<file path="src/rtl/reaction_timer_core_pkg.sv">
`default_nettype none
// +----------------------------------------------------------------------------+
// | reaction_timer_core_pkg - FSM states, BCD/LFSR constants and helpers       |
// | Rev 1.0                                                                    |
// +----------------------------------------------------------------------------+
package reaction_timer_core_pkg;

  typedef enum logic [2:0] {
    ST_IDLE    = 3'd0,
    ST_WAIT    = 3'd1,
    ST_GO      = 3'd2,
    ST_DONE    = 3'd3,
    ST_EARLY   = 3'd4,
    ST_TIMEOUT = 3'd5
  } state_t;

  localparam int BCD_DIGIT_W = 4;
  localparam int BCD_DIGITS  = 4;
  localparam int BCD_W       = BCD_DIGIT_W * BCD_DIGITS;
  localparam int LFSR_W      = 16;
  // Fibonacci taps 16,14,13,11 -> bits 15,13,12,10
  localparam logic [LFSR_W-1:0] LFSR_TAPS = 16'hB400;

  function automatic logic [BCD_W-1:0] to_bcd4(input int unsigned value);
    logic [BCD_W-1:0] r;
    r[3:0]   = 4'(value % 10);
    r[7:4]   = 4'((value / 10) % 10);
    r[11:8]  = 4'((value / 100) % 10);
    r[15:12] = 4'((value / 1000) % 10);
    return r;
  endfunction

  function automatic logic [LFSR_W-1:0] lfsr_next(input logic [LFSR_W-1:0] s);
    return {s[LFSR_W-2:0], ^(s & LFSR_TAPS)};
  endfunction

endpackage
`default_nettype wire

</file>
<file path="src/rtl/reaction_timer_core_if.sv">
`default_nettype none
// +----------------------------------------------------------------------------+
// | reaction_timer_core_if - ms clock, buttons and display/status outputs      |
// | Rev 1.0                                                                    |
// +----------------------------------------------------------------------------+
interface reaction_timer_core_if;
  logic        ms_clk;
  logic        start;
  logic        react;
  logic        led_go;
  logic [15:0] bcd_ms;
  logic        result_valid;
  logic        early;
  logic        timeout;
  logic        busy;

  modport master (
    output ms_clk, start, react,
    input  led_go, bcd_ms, result_valid, early, timeout, busy
  );

  modport slave (
    input  ms_clk, start, react,
    output led_go, bcd_ms, result_valid, early, timeout, busy
  );
endinterface
`default_nettype wire

</file>
<file path="src/rtl/reaction_timer_core_bcd_counter4.sv">
`default_nettype none
// +----------------------------------------------------------------------------+
// | reaction_timer_core_bcd_counter4 - 4-digit BCD counter with ceiling flag   |
// | Rev 1.0                                                                    |
// +----------------------------------------------------------------------------+
module reaction_timer_core_bcd_counter4
  import reaction_timer_core_pkg::*;
#(
  parameter int unsigned MAX_MS = 9999
) (
  input  wire logic             clk,
  input  wire logic             rst_n,
  input  wire logic             clr,
  input  wire logic             inc,
  output logic [BCD_W-1:0]      value,
  output logic                  at_max
);

  localparam logic [BCD_W-1:0] MAX_BCD = to_bcd4(MAX_MS);

  logic [BCD_W-1:0] value_inc;
  logic             carry;

  // Ripple decimal carry: each 9 wraps to 0 and passes the carry upward
  always_comb begin
    value_inc = value;
    carry     = 1'b1;
    for (int d = 0; d < BCD_DIGITS; d++) begin
      if (carry) begin
        if (value[d*BCD_DIGIT_W +: BCD_DIGIT_W] == 4'd9) begin
          value_inc[d*BCD_DIGIT_W +: BCD_DIGIT_W] = 4'd0;
        end else begin
          value_inc[d*BCD_DIGIT_W +: BCD_DIGIT_W] = value[d*BCD_DIGIT_W +: BCD_DIGIT_W] + 4'd1;
          carry = 1'b0;
        end
      end
    end
  end

  always_ff @(posedge clk or negedge rst_n) begin
    if (!rst_n) begin
      value <= '0;
    end else if (clr) begin
      value <= '0;
    end else if (inc) begin
      value <= value_inc;
    end
  end

  assign at_max = (value == MAX_BCD);

endmodule
`default_nettype wire

</file>
<file path="src/rtl/reaction_timer_core.sv">
`default_nettype none
// +----------------------------------------------------------------------------+
// | reaction_timer_core - one reaction-time trial: random delay, GO, BCD ms    |
// | Rev 1.0                                                                    |
// +----------------------------------------------------------------------------+
module reaction_timer_core
  import reaction_timer_core_pkg::*;
#(
  parameter int unsigned       MIN_DELAY_MS = 1000,
  parameter int unsigned       RAND_BITS    = 11,
  parameter int unsigned       MAX_MS       = 9999,
  parameter logic [LFSR_W-1:0] LFSR_SEED    = 16'hACE1,
  parameter int unsigned       SYNC_STAGES  = 2
) (
  input  wire logic              clk,
  input  wire logic              rst_n,
  reaction_timer_core_if.slave   bus
);

  localparam int DELAY_W = $clog2(MIN_DELAY_MS + (2 ** RAND_BITS));

  logic [SYNC_STAGES-1:0] start_sync;
  logic [SYNC_STAGES-1:0] react_sync;
  logic                   start_q;
  logic                   react_q;
  logic                   ms_clk_q;
  logic [LFSR_W-1:0]      lfsr;

  state_t                 state;
  logic [DELAY_W-1:0]     delay_cnt;
  logic                   led_go_q;
  logic                   busy_q;
  logic                   result_valid_q;
  logic                   early_q;
  logic                   timeout_q;

  logic                   start_p;
  logic                   react_p;
  logic                   ms_tick;
  logic                   idle_like;
  logic                   cnt_clr;
  logic                   cnt_inc;
  logic                   at_max;

  always_ff @(posedge clk or negedge rst_n) begin
    if (!rst_n) begin
      start_sync <= '0;
      react_sync <= '0;
      start_q    <= 1'b0;
      react_q    <= 1'b0;
      ms_clk_q   <= 1'b0;
      lfsr       <= LFSR_SEED;
    end else begin
      start_sync <= {start_sync[SYNC_STAGES-2:0], bus.start};
      react_sync <= {react_sync[SYNC_STAGES-2:0], bus.react};
      start_q    <= start_sync[SYNC_STAGES-1];
      react_q    <= react_sync[SYNC_STAGES-1];
      ms_clk_q   <= bus.ms_clk;
      lfsr       <= lfsr_next(lfsr);
    end
  end

  // ms_clk is already in the clk domain, so its rise is used unsynchronised
  assign ms_tick   = bus.ms_clk & ~ms_clk_q;
  assign start_p   = start_sync[SYNC_STAGES-1] & ~start_q;
  assign react_p   = react_sync[SYNC_STAGES-1] & ~react_q;
  assign idle_like = (state != ST_WAIT) && (state != ST_GO);
  assign cnt_clr   = idle_like && start_p;
  assign cnt_inc   = (state == ST_GO) && ms_tick && !react_p && !at_max;

  always_ff @(posedge clk or negedge rst_n) begin
    if (!rst_n) begin
      state          <= ST_IDLE;
      delay_cnt      <= '0;
      led_go_q       <= 1'b0;
      busy_q         <= 1'b0;
      result_valid_q <= 1'b0;
      early_q        <= 1'b0;
      timeout_q      <= 1'b0;
    end else begin
      case (state)
        ST_WAIT: begin
          if (react_p) begin
            state   <= ST_EARLY;
            early_q <= 1'b1;
            busy_q  <= 1'b0;
          end else if (ms_tick) begin
            delay_cnt <= delay_cnt - DELAY_W'(1);
            if (delay_cnt == DELAY_W'(1)) begin
              state    <= ST_GO;
              led_go_q <= 1'b1;
            end
          end
        end
        ST_GO: begin
          // A press on the same cycle as a tick wins; the counter is not bumped
          if (react_p) begin
            state          <= ST_DONE;
            led_go_q       <= 1'b0;
            busy_q         <= 1'b0;
            result_valid_q <= 1'b1;
          end else if (ms_tick && at_max) begin
            state     <= ST_TIMEOUT;
            led_go_q  <= 1'b0;
            busy_q    <= 1'b0;
            timeout_q <= 1'b1;
          end
        end
        default: begin
          if (start_p) begin
            state          <= ST_WAIT;
            busy_q         <= 1'b1;
            result_valid_q <= 1'b0;
            early_q        <= 1'b0;
            timeout_q      <= 1'b0;
            delay_cnt      <= DELAY_W'(MIN_DELAY_MS) + DELAY_W'(lfsr[RAND_BITS-1:0]);
          end
        end
      endcase
    end
  end

  reaction_timer_core_bcd_counter4 #(
    .MAX_MS (MAX_MS)
  ) u_bcd_counter4 (
    .clk    (clk),
    .rst_n  (rst_n),
    .clr    (cnt_clr),
    .inc    (cnt_inc),
    .value  (bus.bcd_ms),
    .at_max (at_max)
  );

  assign bus.led_go       = led_go_q;
  assign bus.busy         = busy_q;
  assign bus.result_valid = result_valid_q;
  assign bus.early        = early_q;
  assign bus.timeout      = timeout_q;

endmodule
`default_nettype wire

</file>
<file path="src/flat_wrapper.sv">
// flat-port wrapper written by rule: the top's interface ports become plain ports
module reaction_timer_core_flat import reaction_timer_core_pkg::*;
#(
  parameter int unsigned       MIN_DELAY_MS = 1000,
  parameter int unsigned       RAND_BITS    = 11,
  parameter int unsigned       MAX_MS       = 9999,
  parameter logic [LFSR_W-1:0] LFSR_SEED    = 16'hACE1,
  parameter int unsigned       SYNC_STAGES  = 2
)
  (clk, rst_n, bus_ms_clk, bus_start, bus_react, bus_led_go, bus_bcd_ms, bus_result_valid, bus_early, bus_timeout, bus_busy);
  reaction_timer_core_if bus_i ();
  input  wire logic clk;
  input  wire logic rst_n;
  input wire logic [$bits(bus_i.ms_clk)-1:0] bus_ms_clk;
  input wire logic [$bits(bus_i.start)-1:0] bus_start;
  input wire logic [$bits(bus_i.react)-1:0] bus_react;
  output wire logic [$bits(bus_i.led_go)-1:0] bus_led_go;
  output wire logic [$bits(bus_i.bcd_ms)-1:0] bus_bcd_ms;
  output wire logic [$bits(bus_i.result_valid)-1:0] bus_result_valid;
  output wire logic [$bits(bus_i.early)-1:0] bus_early;
  output wire logic [$bits(bus_i.timeout)-1:0] bus_timeout;
  output wire logic [$bits(bus_i.busy)-1:0] bus_busy;
  assign bus_i.ms_clk = bus_ms_clk;
  assign bus_i.start = bus_start;
  assign bus_i.react = bus_react;
  assign bus_led_go = bus_i.led_go;
  assign bus_bcd_ms = bus_i.bcd_ms;
  assign bus_result_valid = bus_i.result_valid;
  assign bus_early = bus_i.early;
  assign bus_timeout = bus_i.timeout;
  assign bus_busy = bus_i.busy;
  reaction_timer_core #(.MIN_DELAY_MS(MIN_DELAY_MS), .RAND_BITS(RAND_BITS), .MAX_MS(MAX_MS), .LFSR_SEED(LFSR_SEED), .SYNC_STAGES(SYNC_STAGES)) u_core (.clk(clk), .rst_n(rst_n), .bus(bus_i));
endmodule
</file>
<file path="config.mk">
export PLATFORM = sky130hd
export DESIGN_NAME = reaction_timer_core_flat
export DESIGN_NICKNAME = d
export VERILOG_FILES = /design/src/rtl/reaction_timer_core_pkg.sv /design/src/rtl/reaction_timer_core_if.sv /design/src/rtl/reaction_timer_core_bcd_counter4.sv /design/src/rtl/reaction_timer_core.sv /design/src/flat_wrapper.sv
export SDC_FILE = /design/constraint.sdc
export NUM_CORES = 1
export LEC_CHECK = 0
export BUFFER_PORTS_ARGS = -buffer_cell sky130_fd_sc_hd__buf_4
export CAP_MARGIN = 20
export CORE_MARGIN = 2
export CORE_UTILIZATION = 53
export DETAILED_ROUTE_END_ITERATION = 8
export GPL_ROUTABILITY_DRIVEN = 0
export PLACE_DENSITY = 0.78
export SYNTH_ARGS = -nofsm -noshare
export SYNTH_HDL_FRONTEND = slang
export SYNTH_SLANG_ARGS = --single-unit
</file>
<file path="constraint.sdc">
create_clock -name clk -period 2.05 [get_ports clk]
set_input_delay 0.205 -clock clk [delete_from_list [all_inputs] [get_ports clk]]
set_output_delay 0.205 -clock clk [all_outputs]
set_load 0.01 [all_outputs]
</file>
==> flow_summary.json <==
{
  "status": "complete, no violations",
  "stdcell_count": 419,
  "clkTransAtPathRegs_ps": 60,
  "hp-class": "reg -> reg",
  "place_area_um2": 3420,
  "setup_viol": 0,
  "fin_crit_ps": 1920,
  "diodes": 0,
  "critPathKind": "reg -> reg",
  "dr_total_vias": 2519,
  "setup_tns_ps": 0,
  "wire_per_inst_um": 16.4,
  "postCtsSetupBuffers": 0,
  "post_drt_via_cell_ratio": 6.01,
  "cp_max_fo": 6,
  "yosys_register_bits": 59,
  "antenna_found_initial": 0,
  "synthTopCellsByArea": "dfrtp_1 (42%), dfstp_2 (7.0%), ha_1 (4.6%), a21oi_1 (2.8%), o21ai_0 (2.8%)",
  "drtAntennaViolNets": 0,
  "synth_cells": 291,
  "firstDrtPassIters": 4,
  "slew_violations": 0,
  "drc": 0,
  "grt_max_degree": 60,
  "power_density_nw_per_um2": 1050,
  "grt_pass1_wl_um": 11800,
  "core-area_um2": 5510,
  "ir_worst_vdd_v": 0.000579,
  "cts_buffers": 9,
  "grt_pass1_vias": 2547,
  "dieArea_um2": 6320,
  "worst_pin_slew_ps": 729,
  "end_kind": "flip-flop",
  "final_area_um2": 3650,
  "clk_latency_ps": 340,
  "clock-sinks": 59,
  "gr-total-overflow": 0,
  "critPathLaunchType": "flip-flop",
  "seq_area_frac_synth": 0.492,
  "placementRows": 27,
  "clock_skew_ps": 6.61,
  "total_leakage_power_nw": 1.62,
  "syn_to_final_growth_pct": 20.8,
  "syn_area_um2": 3020,
  "drive_gt1_frac": 0.245,
  "hold_ws_ps": 349,
  "period_share": 0.938,
  "synth_nets": 307,
  "totalPowerFinal_mw": 3.83,
  "cp.arrival_ps": 2150,
  "synth_edf_count": 0,
  "start_util": 0.549,
  "cts_tree": "done",
  "avgSynthCellArea_um2": 10.4,
  "maxSlewHeadroom": 0.514,
  "ys.flop_type": "dfrtp_1",
  "grt_use_total": 0.242,
  "required_ps": 2280,
  "rsz0062_at_grt": "false",
  "placedCellCount": 399,
  "first_iter_violations": 161,
  "root_buffer": "clkbuf_8",
  "nNetsFinal": 358,
  "ios": 26,
  "die_y_um": 79.5,
  "fp.dieW_um": 79.5,
  "post-route-util": 0.663,
  "htree_num_levels": 3,
  "synth_top_area_frac": 0.422,
  "finalHoldViolCount": 0,
  "synth_top_area_cell": "dfrtp_1",
  "routed_wl_um": 6860,
  "maxCapViolCount": 0,
  "maxClockFrequency_mhz": 520,
  "setup_ws_ps": 127,
  "place.port_buffers": 25,
  "dp_slack_ps": 25.4,
  "synth_cell_type_count": 62,
  "cts_max_path_buffers": 2,
  "async_flop_share": 1.00,
  "dp_hpwl_um": 4930,
  "yosys_warnings": 0
}
[layout make-up]
class | count | area [um2]
clock buffers | 14 | 163
repair buffers | 50 | 385
fillers | 457 | 1860
flip-flops and latches | 59 | 1490
clock inverters | 2 | 10.0
well taps | 72 | 90.1
inverters | 12 | 45.0
multi-input cells | 210 | 1470
[synth_stat cells (3+ instances only)]
cell type  instances
nand3_1           11
nor2_1            13
nand2_1           21
o31ai_1            5
or3_1              6
nand3b_1           4
nand4_1            5
or4_1              6
a31oi_1            3
nand2b_1           3
o22ai_1            7
buf_2              3
inv_1             12
xor2_1             5
o21ai_0           17
and3b_1            3
a22o_1             4
dfrtp_1           51
nor3_1             7
a31o_2             3
a21oi_1           17
ha_1              11
dfstp_2            8
and3_1             3
mux2i_1            3
o311ai_0           3
xnor2_1            4
clkbuf_1           7
[logic make-up (layout without fill, tap and decap cells)]
| group | after synthesis | count (layout) | share of synthesized area |
|---|---|---|---|
| and+or+nand+nor | 104 | 104 | 0.210 |
| adders and majority gates | 11 | 11 | 0.0455 |
| xor gates and xnor gates | 9 | 9 | 0.0261 |
| buffers and inverters | 22 | 78 | 0.0286 |
| AOI/OAI and AO/OA | 81 | 81 | 0.180 |
| muxes | 5 | 5 | 0.0174 |
| DFF | 59 | 59 | 0.492 |
[where the power goes]
group          internal, mW  total [mW]  switching (mW)
combinational         0.607        1.36           0.751
clock                 0.502       0.937           0.435
sequential             1.33        1.54           0.204
total                  2.44        3.83            1.39
[critical path, stage by stage, from the launching register on]
cell	delay (ps)
dfrtp_1	430
ha_1	230
nand3b_1	170
nor4_4	420
o211ai_1	240
mux2_2	310
[state kept, by name, indices dropped and copies added, names as in the netlist]
| signal | flops |
|---|---|
| u_core.delay_cnt | 12 |
| u_core.bus.early | 1 |
| u_core.bus.led_go | 1 |
| u_core.react_sync | 2 |
| u_core.lfsr | 16 |
| u_core.bus.timeout | 1 |
| u_core.start_sync | 2 |
| u_core.react_q | 1 |
| u_core.bus.result_valid | 1 |
| u_core.start_q | 1 |
| u_core.state | 3 |
| u_core.bus.busy | 1 |
| u_core.u_bcd_counter4.value | 16 |
| u_core.ms_clk_q | 1 |
[routing by layer]
metal / routed length (um) / GRT usage / share of wire / vias up
li1: - / - / - / 1204
met1: 2950 / 0.292 / 0.43 / 1234
met2: 3460 / 0.426 / 0.50 / 68
met3: 300 / 0.0407 / 0.044 / 13
met4: 144 / 0.102 / 0.021 / 0
met5: 0 / 0 / 0 / -
[worst paths after layout]
path / slack [ps] / to / start / depth (start not counted)
setup / recovery: 130 / u_core.state[2] / u_core.u_bcd_counter4.value[4] / 5
hold / removal: 350 / u_core.react_sync[1] / u_core.react_sync[0] / 0
setup reg to reg: 130 / u_core.state[2] / u_core.u_bcd_counter4.value[4] / 5
hold reg to reg: 350 / u_core.react_sync[1] / u_core.react_sync[0] / 0
max in group asynchronous: 1100 / u_core.start_q / rst_n / 2
min in group asynchronous: 460 / u_core.u_bcd_counter4.value[8] / rst_n / 2
[what timing repair did]
action                                  CTS  global route
hold endpoints to repair                 54             0
hold buffers                              4             0
endpoints found under the setup margin    0             6
gates resized for setup                   0             5
[cells in the final DEF, fill, tap and decap left out, types with 8 or more instances in the layout]
cell type / instances
nand3_1: 11
dfrtp_1: 51
nand2_1: 20
dfstp_2: 8
o21ai_0: 16
a21oi_1: 17
ha_1: 11
buf_4: 46
clkbuf_8: 11
nor2_1: 13
inv_1: 12
(Power assumes the default switching activity.)
